**src/rtl/toggle_rx_pkg.sv**
```systemverilog
// Shared definitions for the two-phase toggle receiver: FSM state encoding
// and default data/counter widths.
package toggle_rx_pkg;

  typedef logic [0:0] state_t;

  localparam state_t IDLE = 1'b0;
  localparam state_t BUSY = 1'b1;

  localparam int DEF_WIDTH = 8;
  localparam int DEF_CNT_W = 16;

endpackage

```
**src/rtl/toggle_det.sv**
```systemverilog
// Two-phase level-change detector: registers the incoming toggle line and
// flags any cycle where the live level differs from the registered one.
module toggle_det (
  input  logic clk,
  input  logic res,
  input  logic t_in,
  output logic evt
);

  logic t_reg;

  // Loads the live level even in reset so a line already high at release
  // is not mistaken for a request.
  always_ff @(posedge clk) begin
    t_reg <= t_in;
  end

  assign evt = t_in ^ t_reg;

endmodule

```
**src/rtl/toggle_rx.sv**
```systemverilog
// Two-phase handshake receiver: captures one word per req_t toggle, presents
// it with valid/ready, and acknowledges consumption by toggling ack_t.
module toggle_rx
  import toggle_rx_pkg::*;
#(
  parameter int WIDTH = DEF_WIDTH,
  parameter int CNT_W = DEF_CNT_W
) (
  input  logic             clk,
  input  logic             res,
  input  logic             req_t,
  input  logic [WIDTH-1:0] din,
  input  logic             ready,
  output logic             ack_t,
  output logic [WIDTH-1:0] dout,
  output logic             valid,
  output logic             err,
  output logic [CNT_W-1:0] evt_cnt
);

  logic             evt;
  logic             load;
  state_t           state_reg, state_next;
  logic             ack_reg, ack_next;
  logic             err_reg, err_next;
  logic [CNT_W-1:0] cnt_reg, cnt_next;
  logic [WIDTH-1:0] dout_reg;

  toggle_det u_det (
    .clk  (clk),
    .res  (res),
    .t_in (req_t),
    .evt  (evt)
  );

  always_comb begin
    state_next = state_reg;
    ack_next   = ack_reg;
    err_next   = err_reg;
    cnt_next   = cnt_reg;
    load       = 1'b0;
    case (state_reg)
      IDLE: begin
        if (evt) begin
          load       = 1'b1;
          cnt_next   = cnt_reg + 1'b1;
          state_next = BUSY;
        end
      end
      BUSY: begin
        // A toggle while a word is still held is dropped, not queued.
        if (evt) begin
          err_next = 1'b1;
        end
        if (ready) begin
          ack_next   = ~ack_reg;
          state_next = IDLE;
        end
      end
      default: state_next = IDLE;
    endcase
  end

  always_ff @(posedge clk) begin
    if (!res) begin
      state_reg <= IDLE;
      ack_reg   <= 1'b0;
      err_reg   <= 1'b0;
      cnt_reg   <= '0;
    end else begin
      state_reg <= state_next;
      ack_reg   <= ack_next;
      err_reg   <= err_next;
      cnt_reg   <= cnt_next;
    end
  end

  generate
    for (genvar gi = 0; gi < WIDTH; gi++) begin : g_dout
      always_ff @(posedge clk) begin
        if (!res) begin
          dout_reg[gi] <= 1'b0;
        end else if (load) begin
          dout_reg[gi] <= din[gi];
        end
      end
    end
  endgenerate

  assign ack_t   = ack_reg;
  assign dout    = dout_reg;
  assign valid   = (state_reg == BUSY);
  assign err     = err_reg;
  assign evt_cnt = cnt_reg;

endmodule

```
**config.mk**
```make
export PLATFORM = sky130hd
export DESIGN_NAME = toggle_rx
export DESIGN_NICKNAME = d
export VERILOG_FILES = /design/src/rtl/toggle_rx_pkg.sv /design/src/rtl/toggle_det.sv /design/src/rtl/toggle_rx.sv
export SDC_FILE = /design/constraint.sdc
export NUM_CORES = 1
export LEC_CHECK = 0
export CORE_ASPECT_RATIO = 1.75
export CORE_MARGIN = 4
export CORE_UTILIZATION = 35
export DETAILED_ROUTE_END_ITERATION = 8
export RECOVER_POWER = 25
export SYNTH_ARGS = -nofsm -noshare
export SYNTH_HDL_FRONTEND = slang
export SYNTH_SLANG_ARGS = --single-unit
```
**constraint.sdc**
```tcl
create_clock -name clk -period 2 [get_ports clk]
set_clock_uncertainty 0.05 [all_clocks]
set_input_delay 0.4 -clock clk [delete_from_list [all_inputs] [get_ports clk]]
set_output_delay 0.4 -clock clk [all_outputs]
set_load 0.02 [all_outputs]
```
==> results.yml <==
die:
  dieArea_um2: 4380
  die_width_um: 51.8
  die_h_um: 84.6
  core_area_um2: 3180
  rows: 27
  start_util_pct: 37.0
  pin_count: 39
timing:
  slew_violations: 0
  slew-limit-headroom_pct: 50.3
  finalCritPeriodShare_pct: 96.0
  worst_slew_pin_slew_ns: 0.745
  hold_viol_final: 0
  setup_viol: 0
  fmax_mhz: 521
  rsz0062_at_grt: "false"
  fin_crit_ns: 1.92
route:
  drcViolationCount: 0
  wl_per_cell_um: 12.7
  drt-initial-drc-count: 23
  viasPerCell: 5.02
  vias: 1125
  wl_um: 2840
  drtAntennaViolNets: 0
  first_pass_iters: 4
clock_tree:
  cts_setup_buffers: 0
  clock_sinks: 28
  cts_tree: "yes"
  cts-root-buf: "clkbuf_8"
  worstSkewPairLatency_ns: 0.28
  cts-htree-levels: 1
  numCtsBuffers: 3
  cts_resized: 0
  clockBufferDepth: 2
  clk_pin_slew_ns: 0.10
  postCtsHoldBufs: 0
global_route:
  grt_antenna_before_repair: 0
  overflow: 0
  grt_max_degree: 25
  grt_util_all_layers_pct: 13.3
  grt_pass1_wl_um: 4620
  grt_pass1_vias: 1144
placement:
  numPortBuffers: 38
  detailed_place_hpwl_um: 2170
  place_inst: 220
  gp_congestion: 0.800
critical_path:
  required_ns: 1.55
  crit_path_max_fanout: 11
  critPathLaunchType: "flop"
  cpPeakStageDelay_ns: 0.68
  critPathSlowestCell: "clkdlybuf4s50_1"
  arrival_ns: 1.47
  critPathKind: "reg -> out"
  path_cells: "clkdlybuf4s50_1"
  path_delay_family: "buffers and inverters"
  cp-end-kind: "output pin"
  cp.buffers_inverters: 1
finish:
  drive_gt1_share_pct: 7.73
  area_growth_pct: 45.4
  stdcell_count: 224
  num_antenna_cells: 0
  largest_register_ff_count: 16
  nNetsFinal: 195
outcome:
  outcome: "finished clean"
yosys:
  yosys_warnings: 0
  synthesis.area_um2: 1170
  yosysSeqAreaShare_pct: 47.8
  ys_ff_latch: 28
  synth.distinct_cells: 26
  avgSynthCellArea_um2: 8.63
  synthCells: 136
  synth_nets: 149
power_and_ir_drop:
  total_power_uw: 1150
  peakVddDrop_uv: 548
  pwr_density_cell_nw_per_um2: 673
  p_leak_uw: 0.000634
worst_hold_path:
  hold_class: "reg -> reg"
flow_run:
  drv_cap: 0
==> report_power, final <==
group          switching, uW  internal [uW]  total [uW]
Sequential              23.1            583         606
Clock                    176            176         353
Combinational           97.8           92.9         191
==> layout make-up <==
type	instances	area, um^2
inverters	2	7.51
well taps	43	53.8
flip-flops and latches	28	561
repair buffers	47	448
clock buffers	4	55.1
fillers	331	1470
multi-input cells	100	582
==> Yosys cell counts, drive strengths merged <==
library cell / instances / area share, %
nand4: 1 / 1.8
inv: 2 / 0.64
dfxtp: 28 / 48
nand3: 8 / 3.4
o31ai: 3 / 1.9
or4: 3 / 1.9
nor3: 1 / 0.43
a21oi: 15 / 6.4
clkbuf: 5 / 1.6
o21ai: 2 / 0.85
nor4b: 2 / 1.5
or3: 2 / 1.1
o211a: 1 / 0.85
and3: 1 / 0.53
buf: 1 / 0.43
and3b: 1 / 0.75
xor2: 4 / 3.0
nand3b: 2 / 1.3
xnor2: 7 / 5.2
or4b: 1 / 0.85
nor4: 3 / 1.6
ha: 1 / 1.1
nand2: 26 / 8.3
mux2i: 2 / 1.7
nand2b: 3 / 1.6
nor2: 11 / 3.5
==> layout by cell type (no fill, tap or decap), drive strengths merged <==
master,synthesis,final
clkdlybuf4s50,0,32
dfxtp,28,28
nand2,26,26
a21oi,15,15
nor2,11,11
nand3,8,8
buf,1,8
xnor2,7,7
dlygate4sd3,0,6
clkbuf,5,5
xor2,4,4
o31ai,3,3
or4,3,3
nand2b,3,3
nor4,3,3
or3,2,2
inv,2,2
o21ai,2,2
nand3b,2,2
mux2i,2,2
nor4b,2,2
nand4,1,1
and3b,1,1
or4b,1,1
o211a,1,1
and3,1,1
nor3,1,1
ha,1,1
==> metal layers <==
| metal | track usage [%] | up-vias | wire length [um] |
|---|---|---|---|
| met2 | 26.0 | 25 | 1580 |
| met5 | 0 | - | 0 |
| met4 | 5.97 | 0 | 63 |
| met3 | 2.66 | 8 | 115 |
| met1 | 12.4 | 534 | 1080 |
| li1 | - | 558 | - |
==> worst register-to-register path, stage by stage, from the launching register on <==
cell and delay (ns):
dfxtp_1 0.45, nand4_4 0.13, or3_1 0.47, or4_1 0.54, a21oi_1 0.15
==> per-stage QoR <==
| step | hold WS [ns] | setup slack (ns) | util (%) | setup TNS, ns | instance area [um^2] |
|---|---|---|---|---|---|
| after floorplan | 0.378 | 0.0643 | - | 0 | 1170 |
| after global placement | 0.394 | -0.0739 | 52.0 | -0.346 | 1650 |
| after detailed placement | 0.400 | -0.123 | 52.0 | -0.776 | 1650 |
| after CTS | 0.415 | 0.0804 | 53.7 | 0 | 1710 |
| after global routing | 0.434 | 0.0159 | 53.7 | 0 | 1710 |
| final | 0.405 | 0.0804 | 53.7 | 0 | 1710 |
==> worst paths after layout <==
kind | from | end | slack, ns | depth (start not counted)
hold / removal | dout[0] | dout[0] | 0.40 | 2
hold reg to reg | dout[0] | dout[0] | 0.40 | 2
setup reg to reg | evt_cnt[4] | evt_cnt[13] | 0.12 | 4
setup / recovery | valid | valid | 0.08 | 1
==> kinds of logic after synthesis <==
family | Yosys count | synth area share [%]
flip-flops | 28 | 47.8
buffers and inverters | 8 | 2.67
adder cells (fa/ha/maj) | 1 | 1.07
multiplexers | 2 | 1.71
XOR/XNOR | 11 | 8.21
AO/OA/AOI/OAI | 21 | 10.0
AND/OR/NAND/NOR | 65 | 28.6
No activity file was read; power rests on OpenSTA's default activity.
